**src/rtl/pwm_pkg.sv**
```systemverilog
// Shared types and helpers for the multi-channel PWM block.
// Latency: n/a (compile-time definitions only).
// Backpressure: n/a.
package pwm_pkg;

  // Default width of a duty/counter field.
  localparam int DUTY_W_DEF = 4;

  // Duty field at the default width.
  typedef logic [DUTY_W_DEF-1:0] duty_t;

  // Request priority encoding: preset beats everything, then a simultaneous
  // inc/dec edge pair cancels out, then inc, then dec.
  localparam logic [1:0] REQ_HOLD   = 2'd0;
  localparam logic [1:0] REQ_PRESET = 2'd1;
  localparam logic [1:0] REQ_INC    = 2'd2;
  localparam logic [1:0] REQ_DEC    = 2'd3;

  // Ceiling log2, at least 1 so that it can size a register directly.
  function automatic int clog2(input int value);
    int r;
    r = 1;
    for (int i = 1; i < 31; i++) begin
      if ((1 << i) < value) r = i + 1;
    end
    return r;
  endfunction

  // Collapse the three per-channel request sources into one action.
  function automatic logic [1:0] req_decode(input logic preset_i,
                                            input logic inc_edge,
                                            input logic dec_edge);
    if (preset_i)                   return REQ_PRESET;
    else if (inc_edge && dec_edge)  return REQ_HOLD;
    else if (inc_edge)              return REQ_INC;
    else if (dec_edge)              return REQ_DEC;
    else                            return REQ_HOLD;
  endfunction

  // Parameter consistency: the counter must hold PERIOD-1 and any duty up to
  // PERIOD, the reset duty must lie in 0..PERIOD, and dead time is >= 1.
  function automatic bit cfg_ok(input int cnt_w, input int period,
                                input int duty_init, input int dead);
    return (cnt_w >= 1) && (cnt_w < 31) && (period >= 1) &&
           (period <= (1 << cnt_w) - 1) &&
           (duty_init >= 0) && (duty_init <= period) && (dead >= 1);
  endfunction

endpackage

```
**src/rtl/pwm_channel.sv**
```systemverilog
// One PWM channel: request edge detect, pending/active duty, compare, optional dead time (PWM_DEADTIME_EN).
// Latency: requests update the pending duty next cycle; pwm is registered one cycle after the shared counter.
// Backpressure: none; requests are accepted every cycle, duty saturates at 0 and PERIOD.
module pwm_channel
  import pwm_pkg::*;
#(
  parameter int CNT_W     = 4,
  parameter int PERIOD    = 10,
  parameter int DUTY_INIT = 5,
`ifdef PWM_DEADTIME_EN
  parameter int DEAD      = 1,
`endif
  parameter int STEP      = 1
) (
  input  logic             clk,
  input  logic             reset,
  input  logic             i_run,
  input  logic             i_load,
  input  logic [CNT_W-1:0] i_cnt,
  input  logic             i_inc,
  input  logic             i_dec,
  input  logic             i_preset,
  output logic             o_pwm,
`ifdef PWM_DEADTIME_EN
  output logic             o_pwm_n,
`endif
  output logic [CNT_W-1:0] o_duty
);

  localparam logic [CNT_W-1:0] DUTY_RST = CNT_W'(DUTY_INIT);
  localparam logic [CNT_W:0]   PERIOD_X = (CNT_W+1)'(PERIOD);
  localparam logic [CNT_W:0]   STEP_X   = (CNT_W+1)'(STEP);

  logic             r_inc_d;
  logic             r_dec_d;
  logic [CNT_W-1:0] r_duty;
  logic [CNT_W-1:0] r_active;
  logic [CNT_W-1:0] w_duty_nxt;
  logic [CNT_W:0]   w_duty_x;
  logic [CNT_W:0]   w_up;
  logic [CNT_W:0]   w_up_sat;
  logic [CNT_W:0]   w_dn_sat;
  logic             w_inc_edge;
  logic             w_dec_edge;
  logic [1:0]       w_req;
  logic             w_raw;

  assign w_inc_edge = i_inc & ~r_inc_d;
  assign w_dec_edge = i_dec & ~r_dec_d;
  assign w_req      = req_decode(i_preset, w_inc_edge, w_dec_edge);

  // One bit of headroom so the saturation compares never see a wrapped value.
  assign w_duty_x = {1'b0, r_duty};
  assign w_up     = w_duty_x + STEP_X;
  assign w_up_sat = (w_up > PERIOD_X) ? PERIOD_X : w_up;
  assign w_dn_sat = (w_duty_x >= STEP_X) ? (w_duty_x - STEP_X) : '0;

  // Next pending duty from the decoded request.
  always_comb begin
    w_duty_nxt = r_duty;
    case (w_req)
      REQ_PRESET: w_duty_nxt = DUTY_RST;
      REQ_INC:    w_duty_nxt = CNT_W'(w_up_sat);
      REQ_DEC:    w_duty_nxt = CNT_W'(w_dn_sat);
      default:    w_duty_nxt = r_duty;
    endcase
  end

  // Request history and pending duty; runs whether or not the counter is enabled.
  always_ff @(posedge clk) begin
    if (!reset) begin
      r_inc_d <= 1'b0;
      r_dec_d <= 1'b0;
      r_duty  <= DUTY_RST;
    end else begin
      r_inc_d <= i_inc;
      r_dec_d <= i_dec;
      r_duty  <= w_duty_nxt;
    end
  end

  // Shadow copy taken on the last count of a period so a period never changes duty mid-way.
  always_ff @(posedge clk) begin
    if (!reset) begin
      r_active <= DUTY_RST;
    end else if (i_load) begin
      r_active <= r_duty;
    end
  end

  assign w_raw  = i_run & (i_cnt < r_active);
  assign o_duty = r_duty;

`ifdef PWM_DEADTIME_EN
  localparam int DT_W = clog2(DEAD + 1);
  localparam logic [DT_W-1:0] DEAD_C = DT_W'(DEAD);

  logic            w_raw_n;
  logic [DT_W-1:0] r_hi_run;
  logic [DT_W-1:0] r_lo_run;
  logic            r_pwm;
  logic            r_pwm_n;

  assign w_raw_n = i_run & ~(i_cnt < r_active);

  // Count consecutive cycles of each polarity; an output rises only once its
  // polarity has already been held DEAD cycles, which swallows short pulses.
  always_ff @(posedge clk) begin
    if (!reset) begin
      r_hi_run <= '0;
      r_lo_run <= '0;
      r_pwm    <= 1'b0;
      r_pwm_n  <= 1'b0;
    end else begin
      r_hi_run <= !w_raw   ? '0 : (r_hi_run == DEAD_C) ? r_hi_run : r_hi_run + DT_W'(1);
      r_lo_run <= !w_raw_n ? '0 : (r_lo_run == DEAD_C) ? r_lo_run : r_lo_run + DT_W'(1);
      r_pwm    <= w_raw   & (r_hi_run >= DEAD_C);
      r_pwm_n  <= w_raw_n & (r_lo_run >= DEAD_C);
    end
  end

  assign o_pwm   = r_pwm;
  assign o_pwm_n = r_pwm_n;
`else
  logic r_pwm;

  // Registered compare output.
  always_ff @(posedge clk) begin
    if (!reset) begin
      r_pwm <= 1'b0;
    end else begin
      r_pwm <= w_raw;
    end
  end

  assign o_pwm = r_pwm;
`endif

endmodule

```
**src/rtl/pwm_multi_channel.sv**
```systemverilog
// N-channel PWM with a shared period counter; optional complementary dead-time outputs under PWM_DEADTIME_EN.
// Latency: pwm and period_start are registered one cycle after the counter; duty changes apply at the next period.
// Backpressure: none; en=0 freezes the counter and forces outputs low while requests are still accepted.
module pwm_multi_channel
  import pwm_pkg::*;
#(
  parameter int CHANNELS  = 4,
  parameter int CNT_W     = DUTY_W_DEF,
  parameter int PERIOD    = 10,
  parameter int DUTY_INIT = 5,
  parameter int STEP      = 1,
  parameter int DEAD      = 1
) (
  input  logic                      clk,
  input  logic                      reset,
  input  logic                      en,
  input  logic [CHANNELS-1:0]       inc,
  input  logic [CHANNELS-1:0]       dec,
  input  logic [CHANNELS-1:0]       preset,
  output logic [CHANNELS-1:0]       pwm,
`ifdef PWM_DEADTIME_EN
  output logic [CHANNELS-1:0]       pwm_n,
`endif
  output logic [CHANNELS*CNT_W-1:0] duty,
  output logic                      period_start
);

  if (!cfg_ok(CNT_W, PERIOD, DUTY_INIT, DEAD)) begin : g_cfg_bad
    $error("pwm_multi_channel: inconsistent CNT_W/PERIOD/DUTY_INIT/DEAD");
  end

  localparam logic [CNT_W-1:0] LAST = CNT_W'(PERIOD - 1);

  logic [CNT_W-1:0] r_cnt;
  logic             r_period_start;
  logic             w_load;

  // Shared period counter and the period-start marker, both frozen while en=0.
  always_ff @(posedge clk) begin
    if (!reset) begin
      r_cnt          <= '0;
      r_period_start <= 1'b0;
    end else begin
      r_period_start <= en & (r_cnt == '0);
      if (en) begin
        r_cnt <= (r_cnt == LAST) ? '0 : r_cnt + CNT_W'(1);
      end
    end
  end

  assign w_load       = en & (r_cnt == LAST);
  assign period_start = r_period_start;

  for (genvar g = 0; g < CHANNELS; g++) begin : g_ch
    pwm_channel #(
      .CNT_W     (CNT_W),
      .PERIOD    (PERIOD),
      .DUTY_INIT (DUTY_INIT),
`ifdef PWM_DEADTIME_EN
      .DEAD      (DEAD),
`endif
      .STEP      (STEP)
    ) u_ch (
      .clk      (clk),
      .reset    (reset),
      .i_run    (en),
      .i_load   (w_load),
      .i_cnt    (r_cnt),
      .i_inc    (inc[g]),
      .i_dec    (dec[g]),
      .i_preset (preset[g]),
      .o_pwm    (pwm[g]),
`ifdef PWM_DEADTIME_EN
      .o_pwm_n  (pwm_n[g]),
`endif
      .o_duty   (duty[g*CNT_W +: CNT_W])
    );
  end

endmodule

```
**config.mk**
```make
export PLATFORM = sky130hd
export DESIGN_NAME = pwm_multi_channel
export DESIGN_NICKNAME = d
export VERILOG_FILES = /design/src/rtl/pwm_pkg.sv /design/src/rtl/pwm_channel.sv /design/src/rtl/pwm_multi_channel.sv
export SDC_FILE = /design/constraint.sdc
export NUM_CORES = 1
export LEC_CHECK = 0
export CAP_MARGIN = 0
export CORE_AREA = 2 2 86 88
export DETAILED_ROUTE_END_ITERATION = 10
export DIE_AREA = 0 0 88 90
export HOLD_SLACK_MARGIN = 0.1
export PLACE_DENSITY = 0.65
export RECOVER_POWER = 50
export SYNTH_ARGS = -nofsm -noshare
export SYNTH_HDL_FRONTEND = slang
export SYNTH_SLANG_ARGS = --single-unit
```
**constraint.sdc**
```tcl
create_clock -name clk -period 3.6 [get_ports clk]
set_clock_uncertainty 0.2 [all_clocks]
set_input_delay 0.72 -clock clk [delete_from_list [all_inputs] [get_ports clk]]
set_output_delay 0.72 -clock clk [all_outputs]
set_load 0.005 [all_outputs]
```
Yosys cells after proc, flatten, opt, wreduce, memory -nomap -nowiden
Index checks and enable logic that the tools add are counted.
{ "word_totals": {"regBits": 49, "latchBits": 0, "ram_bits": 0, "romBits": 0, "out_inout_bits": 21, "word_cells": 116, "n_memories": 0} }
{ "classes": {"addsub": 9, "mul": 0, "div": 0, "magnitude_cmp": 12, "n_eq_ne": 13, "shift": 0, "n_mux": 29, "bitwise": 22, "reduce_logical": 9} }
{ "ops": {"columns": ["operator", "n"], "rows": [
  ["$pmux 4 s3", 4],
  ["$mux 4", 9],
  ["$mux 2", 16],
  ["$add 4x1->5 const B", 4],
  ["$gt 5x4->1 const B", 4],
  ["$eq 2x2->1 const B", 8],
  ["$ge 4x1->1 const B", 4],
  ["$lt 4x4->1", 4],
  ["$sub 4x1->4 const B", 4],
  ["$and 1x1->1", 14],
  ["$reduce_bool 3->1", 4],
  ["$eq 2x1->1 const B", 4],
  ["$not 1->1", 8],
  ["$add 4x1->4 const B", 1],
  ["$eq 4x4->1 const B", 1],
  ["$logic_and 1x1->1", 4],
  ["$logic_not 4->1", 1]
]} }

Depth between registers and ports, before layout
Gate-level depths: netlist of run 1.
{ "logic_depth": {"word_depth": 8, "mapped_depth": 7, "ltp_nobuf": 6} }

Cells and area by module
Synthesis of run 1 repeated with hierarchy kept, for this count alone.
{ "hier_totals": {"hier_cells": 360, "area_unflattened_um2": 3124.2} }
{ "modules_own_cells": {"columns": ["mod", "n_inst", "cells_each", "area_each_um2", "seq_area_each_um2"], "rows": [
  ["pwm_channel", 4, 84, 725.7, 220.2],
  ["pwm_multi_channel", 1, 24, 221.5, 100.1]
]} }

Worst setup path after synthesis of run 1
Ideal clock, no wire load.
{ "synth_path": {"path_type": "input port to flip-flop", "start": "in dec[0]", "end": "reg g_ch[0].u_ch.r_duty[3]", "setup_ns": 0.117, "arrival_time_ns": 1.904, "required_ns": 3.283, "path_slack_ns": 1.379, "stages": 5, "cell_sequence": "nor2b_1 > ha_1 > nor3b_1 > mux2_2 > a22o_1"} }
{ "synth_via": {"elab_chain_len": 7, "elab_cells_between_ends": 11} }
{ "synth_rtl": {"columns": ["element", "line_no", "text"], "rows": [
  ["start: declaration", "pwm_multi_channel.sv:18", "input logic [CHANNELS-1:0] dec,"],
  ["$and 1x1->1 (*)", "pwm_channel.sv:49", "assign w_dec_edge = i_dec & ~r_dec_d;"],
  ["$mux 2", "pwm_pkg.sv:36", "else if (dec_edge) return REQ_DEC;"],
  ["$mux 2", "pwm_pkg.sv:35", "else if (inc_edge) return REQ_INC;"],
  ["$mux 2 (*)", "pwm_pkg.sv:34", "else if (inc_edge && dec_edge) return REQ_HOLD;"],
  ["$mux 2 (*)", "pwm_pkg.sv:33", "if (preset_i) return REQ_PRESET;"],
  ["$eq 2x2->1 or $eq 2x1->1 (tied branches)", "pwm_channel.sv:61", "case (w_req)"],
  ["$pmux 4 s3 or $reduce_bool 3->1 (tied branches)", null, null],
  ["end signal: assignment", "pwm_channel.sv:78", "r_duty <= w_duty_nxt;"],
  ["end: declaration", "pwm_channel.sv:36", "logic [CNT_W-1:0] r_duty;"]
]} }
Every way passes the cells marked *; elsewhere a longest branch is shown, timed or not.
A chain may end at the register's enable or synchronous reset.

Final worst setup path of run 1
{ "layout_path": {"start": "in reset", "end": "reg r_cnt[3]"} }
{ "layout_rtl": {"columns": ["element", "line_no", "text"], "rows": [
  ["start: declaration", "pwm_multi_channel.sv:15", "input logic reset,"],
  ["end signal: assignment", "pwm_multi_channel.sv:46", "r_cnt <= (r_cnt == LAST) ? '0 : r_cnt + CNT_W'(1);"],
  ["end: declaration", "pwm_multi_channel.sv:34", "logic [CNT_W-1:0] r_cnt;"]
]} }
No word-level cell between the ends.

==> results.sh, run 1 <==
export IMPL_grt_pass1_wl_mm=10.3
export IMPL_maximum_number_of_pins_on_one_net_before_global_route_repair=22
export IMPL_number_of_antenna_violations_at_the_first_check_in_global_routing=0
export IMPL_die_x_um=88
export IMPL_die_y_um=90
export IMPL_netlist_area_mm2=0.00308
export IMPL_clock_insertion_delay_worst_skew_ns=0.30
export IMPL_synth_main_ff_cell="dfxtp_1"
export IMPL_via_per_inst=5.19
export IMPL_total_die_area_mm2=0.00792
export IMPL_cts_repair_timing_setup_buffer_count=0
export IMPL_routed_wirelength_mm=6.02
export IMPL_syn_mean_instance_area_um2=8.50
export IMPL_cp_required_ns=3.63
export IMPL_detail_route_antenna_nets=0
export IMPL_detailed_route_via_count=2514
export IMPL_slew_margin_rel_pct=51.0
export IMPL_synth_top_cells_by_count="dfxtp_1 (49), ha_1 (31), nand2_1 (31)"
export IMPL_global_route_peak_usage_layer="met2"
export IMPL_synth_cell_types=54
export IMPL_drtIter0Drc=86
export IMPL_layout_core_utilization_pct=50.6
export IMPL_power_per_cell_area_mw_per_mm2=325
export IMPL_synthesized_nets=408
export IMPL_num_fill_cells=672
export IMPL_synth_top_cells_by_area="dfxtp_1 (32%), ha_1 (13%), nand2_1 (3.8%)"
export IMPL_rsz0062_at_grt="no"
export IMPL_clk_pin_slew_ns=0.09
export IMPL_use_met1_pct=21.0
export IMPL_synth_yosys_warnings=0
export IMPL_io_pin_count=36
export IMPL_worstSetupStartpointType="input port"
export IMPL_gp_congestion=0.828
export IMPL_drc=0
export IMPL_synth_edff_count=0
export IMPL_timing_critical_path_to_type="flip-flop"
export IMPL_yosys_area_top_type="dfxtp_1"
export IMPL_critPathKind="in2reg"
export IMPL_buffer_ports_inserted=35
export IMPL_post_synth_top_count_cell="dfxtp_1"
export IMPL_detailed_place_hpwl_mm=4.27
export IMPL_numnets_final=430
export IMPL_netlist_instances=362
export IMPL_cts_hold_buffers_added=0
export IMPL_min_path_type="reg2reg"
export IMPL_synth_async_reset_ratio_pct=0
export IMPL_start_util_pct=43.8
export IMPL_clock_tree_buffer_depth=2
export IMPL_groute_usage_overall_pct=15.7
export IMPL_worst_path_max_fanout=21
export IMPL_cts_htree_levels=2
export IMPL_period_needed_ns=2.67
export IMPL_max_cap_violations=0
export IMPL_vdd_drop_max_uv=125
export IMPL_antennaDiodeCount=0
export IMPL_clock_root_cell="clkbuf_8"
export IMPL_setup_tns_ns=0
export IMPL_synth_top_cell_area_share_pct=31.9
export IMPL_fin_crit_sh_pct=74.1
export IMPL_timing_final_hold_violations=0
export IMPL_number_of_buffers_inserted_during_clock_tree_synthesis=5
export IMPL_finalSetupViolations=0
export IMPL_global_route_usage_met2_pct=25.5
export IMPL_std_cell_rows=31
export IMPL_finalMaxSlewViolations=0
export IMPL_gr_usage_met3_pct=3.03
export IMPL_drive_gt1_share_pct=4.16
export IMPL_grt_pass1_vias=2382
export IMPL_total_power_uw=1150
export IMPL_max_clock_freq_ghz=0.375
export IMPL_synth_seq_area_share_pct=31.9
export IMPL_clock_tree_from_tritoncts="done"
export IMPL_timing_worst_slew_pin_value_ns=0.733
export IMPL_post_place_cells=476
export IMPL_floorplan_core_area_mm2=0.00702
export IMPL_clock_sinks=49
export IMPL_synth_seq_cells=49
export IMPL_area_growth_syn_to_layout_pct=15.4
export IMPL_drt_pre_antenna_iters=4
export IMPL_critical_path_arrival_ns=2.70
export IMPL_cts_repair_resize_count=0
export IMPL_total_leakage_power_uw=0.00149
export IMPL_outcome="completed"
export IMPL_grt_overflow=0
export IMPL_final_instance_count_without_filler_cells=484
export IMPL_mean_routed_wirelength_per_cell_um=12.4
worst max-delay path, cell delays in order:
cell	delay (ns)
dlygate4sd3_1	1.01
clkbuf_1	0.36
clkbuf_1	0.37
a21boi_0	0.23
placed cells by master (no fill, tap or decap), types with 4 or more instances in the layout:
cell type,Yosys,layout
and2_1,12,11
mux2i_1,6,6
a21boi_0,10,10
ha_1,31,31
o211ai_1,9,9
clkdlybuf4s50_1,0,19
nor2_1,17,17
o21ai_0,14,14
clkbuf_8,0,7
nand3_1,5,5
nor4b_1,5,5
dfxtp_1,49,49
nor3_1,8,8
nor2b_1,17,17
dlygate4sd3_1,0,16
a211oi_1,9,9
a21o_1,9,9
inv_1,27,27
nand2_1,31,31
a21oi_1,12,12
o31ai_1,5,5
xor2_1,4,4
nand2b_1,17,17
flip-flops by register name, summed over array words and instances (netlist names):
signal / flops
g_ch.u_ch.o_duty: 16
g_ch.u_ch.r_active: 16
g_ch.u_ch.o_pwm: 4
g_ch.u_ch.r_dec_d: 4
g_ch.u_ch.r_inc_d: 4
r_cnt: 4
period_start: 1
cell families (layout without fill, tap and decap cells):
group,Yosys count,count (layout),share of synthesized area (%)
AOI/OAI and AO/OA,94,94,21.7
xor gates and xnor gates,7,7,1.99
adders and majority gates,31,31,12.6
buffers and inverters,49,72,6.87
DFF,49,49,31.9
muxes,9,9,3.17
and+or+nand+nor,123,123,21.8
path summary, 6_finish.rpt:
kind / from / endpoint / slack [ns] / depth (start not counted)
min reg2reg: g_ch[0].u_ch.r_active[3] / g_ch[0].u_ch.r_active[3] / 0.26 / 2
min: g_ch[0].u_ch.r_active[3] / g_ch[0].u_ch.r_active[3] / 0.26 / 2
max: reset / r_cnt[3] / 0.93 / 4
max reg2reg: g_ch[2].u_ch.o_duty[0] / g_ch[2].u_ch.o_duty[1] / 1.53 / 5
cell type report:
type	instances	area [um2]	area share, %
flip-flops and latches	49	981	27.6
well taps	99	124	3.49
multi-input cells	264	1880	53.1
repair buffers	37	358	10.1
clock inverters	1	5.00	0.141
clock buffers	7	96.3	2.71
inverters	27	101	2.86
report_power, final:
part,switching (uW),internal [uW]
logic,98.8,110
clock network,179,174
registers,31.0,560
per-layer routing:
metal  share of wire (%)  routed length (um)
met1                  50                3030
met2                  46                2750
met3                 2.9                 175
met4                 1.1                  68
met5                   0                   0
through the flow:
| step | hold slack [ns] | instance area (um2) | setup WS [ns] |
|---|---|---|---|
| after floorplan | 0.235 | 3080 | 1.38 |
| after global placement | 0.247 | 3460 | 0.895 |
| after detailed placement | 0.248 | 3460 | 0.880 |
| after CTS | 0.261 | 3560 | 1.14 |
| after global routing | 0.292 | 3550 | 0.705 |
| final | 0.258 | 3550 | 0.932 |
Power figures use the tool's default switching activity.
==> run 2, diff against run 1 <==
- PLACE_DENSITY: 0.65 -> 0.68
- clock period: 3.6 -> 2.4 ns (I/O delays scaled with it)
==> run 2 against run 1 <==
Effect of this change: clock power grew 50%; sequential share of layout area shrank 0.64 points; worst hold slack gained 0.010 ns; die area is the same; highest routed layer unchanged.
==> results.sh, run 2 (synthesized netlist as in run 1, its figures left out) <==
export IMPL_post_place_cells=489
export IMPL_fin_crit_sh_pct=91.5
export IMPL_layout_commonest_cell="dfxtp_1"
export IMPL_seq_power_share_pct=50.1
export IMPL_num_fill_cells=689
export IMPL_path_delay_family="flip-flops"
export IMPL_drtIter0Drc=130
export IMPL_cts_htree_levels=2
export IMPL_final_instance_count_without_filler_cells=497
export IMPL_p_int_uw=1280
export IMPL_reg2reg_depth=6
export IMPL_clock_tree_from_tritoncts="done"
export IMPL_rsz0062_at_grt="no"
export IMPL_multi_input_area_mm2=0.00187
export IMPL_worstPathCellList="clkdlybuf4s50_1"
export IMPL_number_of_antenna_violations_at_the_first_check_in_global_routing=0
export IMPL_critical_path_cell_with_the_highest_stage_delay="dfxtp_1"
export IMPL_floorplan_core_area_mm2=0.00702
export IMPL_critical_path_max_stage_delay_ns=0.63
export IMPL_worstHoldEndpoint="g_ch[0].u_ch.r_active[1]"
export IMPL_critical_path_arrival_ns=1.52
export IMPL_clock_tree_buffer_depth=2
export IMPL_netSwitchingPower_uw=463
export IMPL_clock_sinks=49
export IMPL_grt_overflow=0
export IMPL_cp_required_ns=1.72
export IMPL_max_clock_freq_ghz=0.455
export IMPL_routed_wirelength_mm=6.16
export IMPL_finalSetupViolations=0
export IMPL_min_path_type="reg2reg"
export IMPL_worst_path_max_fanout=15
export IMPL_gp_congestion=0.932
export IMPL_antennaDiodeCount=0
export IMPL_groute_usage_overall_pct=16.4
export IMPL_total_die_area_mm2=0.00792
export IMPL_std_cell_rows=31
export IMPL_comb_power_share_pct=19.7
export IMPL_outcome="completed"
export IMPL_clock_root_cell="clkbuf_8"
export IMPL_path_buf_inv=1
export IMPL_numnets_final=443
export IMPL_layout_setup_ws_ns=0.204
export IMPL_layout_core_utilization_pct=51.8
export IMPL_clock_insertion_delay_worst_skew_ns=0.30
export IMPL_cp_num_cells=1
export IMPL_highest_count_cells_in_the_layout_ignoring_fill_and_taps="dfxtp_1 (49), nand2_1 (31), ha_1 (31)"
export IMPL_grt_pass1_wl_mm=10.7
export IMPL_holdCritStartpoint="g_ch[0].u_ch.r_active[1]"
export IMPL_worstSetupStartpointType="flip-flop"
export IMPL_grt_pass1_vias=2371
export IMPL_cts_repair_resize_count=0
export IMPL_die_x_um=88
export IMPL_detailed_route_via_count=2584
export IMPL_power_per_cell_area_mw_per_mm2=480
export IMPL_drc=0
export IMPL_area_growth_syn_to_layout_pct=18.1
export IMPL_worst_hold_path_num_cells=2
export IMPL_setup_tns_ns=0
export IMPL_die_y_um=90
export IMPL_detail_route_antenna_nets=0
export IMPL_io_pin_count=36
export IMPL_worst_r2r_startpoint="g_ch[1].u_ch.o_duty[0]"
export IMPL_via_per_inst=5.20
export IMPL_timing_critical_path_to_type="output pin"
export IMPL_maximum_number_of_pins_on_one_net_before_global_route_repair=38
export IMPL_clk_pin_slew_ns=0.08
export IMPL_timing_worst_slew_pin_value_ns=0.702
export IMPL_max_cap_violations=0
export IMPL_detailed_place_hpwl_mm=4.37
export IMPL_drt_pre_antenna_iters=4
export IMPL_clock_power_share_pct=30.2
export IMPL_slew_margin_rel_pct=53.2
export IMPL_pre_cts_ws_ns=-0.0303
export IMPL_layout_area_seq_um2=981
export IMPL_number_of_buffers_inserted_during_clock_tree_synthesis=5
export IMPL_buffer_ports_inserted=35
export IMPL_period_needed_ns=2.20
export IMPL_mean_routed_wirelength_per_cell_um=12.4
export IMPL_finalMaxSlewViolations=0
export IMPL_timing_final_hold_violations=0
export IMPL_cts_repair_timing_setup_buffer_count=0
export IMPL_vdd_drop_max_uv=237
export IMPL_r2r_setup_slk_ns=0.41
export IMPL_critPathKind="reg2out"
export IMPL_total_leakage_power_uw=0.00153
export IMPL_drive_gt1_share_pct=7.04
export IMPL_power_switching_fraction_pct=26.5
export IMPL_reg2reg_to="g_ch[1].u_ch.o_duty[0]"
export IMPL_cts_hold_buffers_added=0
export IMPL_start_util_pct=43.8
[run 2: changes by cell type in the layout (fill, tap and decap cells not counted), sizes merged]
cell	delta
buf	+12
clkdlybuf4s50	+11
dlygate4sd3	-11
clkbuf	+1
[run 2: power groups by stage]
stage               Clock (uW)  Combinational (uW)  Sequential (uW)
floorplan                    0                 236              884
global placement             0                 340              894
detailed placement           0                 347              894
CTS                        554                 349              875
global route               585                 385              880
finish                     528                 343              874
[run 2: cell type report]
| type | instances | area share [%] |
|---|---|---|
| flip-flops and latches | 49 | 27.0 |
| inverters | 27 | 2.79 |
| well taps | 99 | 3.41 |
| clock buffers | 7 | 2.65 |
| multi-input cells | 264 | 51.5 |
| clock inverters | 1 | 0.138 |
| repair buffers | 50 | 12.5 |
[run 2: through the flow]
stage,instance area (um2),hold slack (ns),total power (uW)
after floorplan,3080,0.235,1120
after global placement,3570,0.251,1230
after detailed placement,3570,0.257,1240
after CTS,3670,0.269,1780
after global routing,3630,0.286,1850
final,3630,0.268,1740
[run 2: worst max-delay path by stage]
stage	from	endpoint	slack, ns
5_1_grt	reset	period_start	0.08
3_5_place_dp	dec[3]	g_ch[3].u_ch.o_duty[1]	-0.03
3_3_place_gp	dec[3]	g_ch[3].u_ch.o_duty[1]	-0.0003
2_1_floorplan	dec[0]	g_ch[0].u_ch.o_duty[3]	0.42
6_report	g_ch[0].u_ch.o_duty[3]	duty[3]	0.20
4_1_cts	g_ch[0].u_ch.o_duty[3]	duty[3]	0.19
[run 2: per-layer routing]
metal,vias up,track usage (%),routed length [um]
met5,-,0,0
met4,0,4.62,63
met3,5,2.66,153
met2,35,25.4,2860
met1,1205,23.4,3080
li1,1339,-,-
[run 2: worst reg2reg max path: stages, from the launching register on]
cell	delay, ns
dfxtp_1	0.58
inv_1	0.13
ha_1	0.34
nor2b_1	0.15
o31ai_1	0.08
a211oi_1	0.28
o21ai_0	0.11
==> run 3, diff against run 2 <==
- MAX_ROUTING_LAYER: not set -> met4
==> run 3 against run 2 <==
Effect of this change: fmax barely moved; worst hold slack barely moved; flip-flop and latch count did not move; register-to-register slack barely moved; non-clock buffer count did not move; via count barely moved; largest cell class unchanged.
==> results.sh, run 3 (synthesized netlist as in run 1, its figures left out) <==
export IMPL_outcome="completed"
export IMPL_die_y_um=90
export IMPL_floorplan_core_area_mm2=0.00702
export IMPL_critical_path_max_stage_delay_ns=0.63
export IMPL_total_die_area_mm2=0.00792
export IMPL_final_instance_count_without_filler_cells=497
export IMPL_timing_final_hold_violations=0
export IMPL_fin_crit_sh_pct=91.5
export IMPL_drtIter0Drc=138
export IMPL_vdd_drop_max_uv=237
export IMPL_cts_htree_levels=2
export IMPL_worstPathCellList="clkdlybuf4s50_1"
export IMPL_clock_root_cell="clkbuf_8"
export IMPL_drc=0
export IMPL_number_of_antenna_violations_at_the_first_check_in_global_routing=0
export IMPL_power_per_cell_area_mw_per_mm2=480
export IMPL_period_needed_ns=2.20
export IMPL_cp_required_ns=1.72
export IMPL_critical_path_arrival_ns=1.52
export IMPL_clk_pin_slew_ns=0.08
export IMPL_reg2reg_depth=6
export IMPL_slew_margin_rel_pct=53.1
export IMPL_clock_tree_from_tritoncts="done"
export IMPL_die_x_um=88
export IMPL_grt_pass1_vias=2371
export IMPL_layout_commonest_cell="dfxtp_1"
export IMPL_timing_critical_path_to_type="output pin"
export IMPL_post_place_cells=489
export IMPL_clock_insertion_delay_worst_skew_ns=0.30
export IMPL_worstSetupStartpointType="flip-flop"
export IMPL_highest_count_cells_in_the_layout_ignoring_fill_and_taps="dfxtp_1 (49), nand2_1 (31), ha_1 (31)"
export IMPL_buffer_ports_inserted=35
export IMPL_total_leakage_power_uw=0.00153
export IMPL_path_delay_family="flip-flops"
export IMPL_io_pin_count=36
export IMPL_critPathKind="reg2out"
export IMPL_worst_hold_path_num_cells=2
export IMPL_start_util_pct=43.8
export IMPL_detailed_route_via_count=2585
export IMPL_routed_wirelength_mm=6.15
export IMPL_numnets_final=443
export IMPL_clock_sinks=49
export IMPL_cts_repair_timing_setup_buffer_count=0
export IMPL_drive_gt1_share_pct=7.04
export IMPL_grt_pass1_wl_mm=10.7
export IMPL_clock_tree_buffer_depth=2
export IMPL_p_int_uw=1280
export IMPL_timing_worst_slew_pin_value_ns=0.703
export IMPL_antennaDiodeCount=0
export IMPL_cp_num_cells=1
export IMPL_finalMaxSlewViolations=0
export IMPL_detail_route_antenna_nets=0
export IMPL_max_cap_violations=0
export IMPL_gp_congestion=0.949
export IMPL_worst_path_max_fanout=15
export IMPL_grt_overflow=0
export IMPL_clock_power_share_pct=30.3
export IMPL_detailed_place_hpwl_mm=4.37
export IMPL_seq_power_share_pct=50.1
export IMPL_rsz0062_at_grt="no"
export IMPL_comb_power_share_pct=19.7
export IMPL_max_clock_freq_ghz=0.455
export IMPL_std_cell_rows=31
export IMPL_pre_cts_ws_ns=-0.0303
export IMPL_power_switching_fraction_pct=26.6
export IMPL_path_buf_inv=1
export IMPL_min_path_type="reg2reg"
export IMPL_cts_hold_buffers_added=0
export IMPL_number_of_buffers_inserted_during_clock_tree_synthesis=5
export IMPL_layout_setup_ws_ns=0.204
export IMPL_groute_usage_overall_pct=16.9
export IMPL_drt_pre_antenna_iters=4
export IMPL_area_growth_syn_to_layout_pct=18.1
export IMPL_netSwitchingPower_uw=463
export IMPL_maximum_number_of_pins_on_one_net_before_global_route_repair=38
export IMPL_mean_routed_wirelength_per_cell_um=12.4
export IMPL_critical_path_cell_with_the_highest_stage_delay="dfxtp_1"
export IMPL_cts_repair_resize_count=0
export IMPL_finalSetupViolations=0
export IMPL_via_per_inst=5.20
run 3: cell counts in the layout (fill, tap and decap cells not counted):
Identical to the previous run, type by type.
run 3: through the flow:
stage / setup TNS (ns) / utilization [%] / total power, uW / hold slack, ns / area, um2
finish: 0 / 51.8 / 1740 / 0.268 / 3630
global route: 0 / 51.8 / 1850 / 0.286 / 3630
CTS: 0 / 52.2 / 1780 / 0.269 / 3670
detailed placement: -0.0542 / 50.8 / 1240 / 0.257 / 3570
global placement: -0.000342 / 50.8 / 1230 / 0.251 / 3570
floorplan: 0 / - / 1120 / 0.235 / 3080
run 3: area by class of cell:
type                            instances  area (um2)
Clock inverter                          1        5.00
Clock buffer                            7        96.3
Tap cell                               99         124
Sequential cell                        49         981
Fill cell                             689        3390
Timing Repair Buffer                   50         453
Multi-Input combinational cell        264        1870
Inverter                               27         101
run 3: power by group through the flow:
stage | Sequential [uW] | Clock, uW | Combinational (uW)
6_report | 874 | 528 | 343
5_1_grt | 880 | 585 | 385
4_1_cts | 875 | 554 | 349
3_5_place_dp | 894 | 0 | 347
3_3_place_gp | 894 | 0 | 340
2_1_floorplan | 884 | 0 | 236
run 3: path summary, 6_finish.rpt:
path	to	slack [ns]	startpoint
hold / removal	g_ch[0].u_ch.r_active[1]	0.27	g_ch[0].u_ch.r_active[1]
setup / recovery	duty[3]	0.20	g_ch[0].u_ch.o_duty[3]
hold reg to reg	g_ch[0].u_ch.r_active[1]	0.27	g_ch[0].u_ch.r_active[1]
setup reg to reg	g_ch[1].u_ch.o_duty[0]	0.41	g_ch[1].u_ch.o_duty[0]
run 3: layer usage:
| layer | up-vias | global-route usage (%) | part of all wire (%) | wire length (um) |
|---|---|---|---|---|
| li1 | 1339 | - | - | - |
| met1 | 1205 | 23.5 | 50 | 3100 |
| met2 | 35 | 25.4 | 46 | 2850 |
| met3 | 6 | 2.48 | 2.2 | 138 |
| met4 | 0 | 4.62 | 0.97 | 60 |
| met5 | - | - | 0 | 0 |
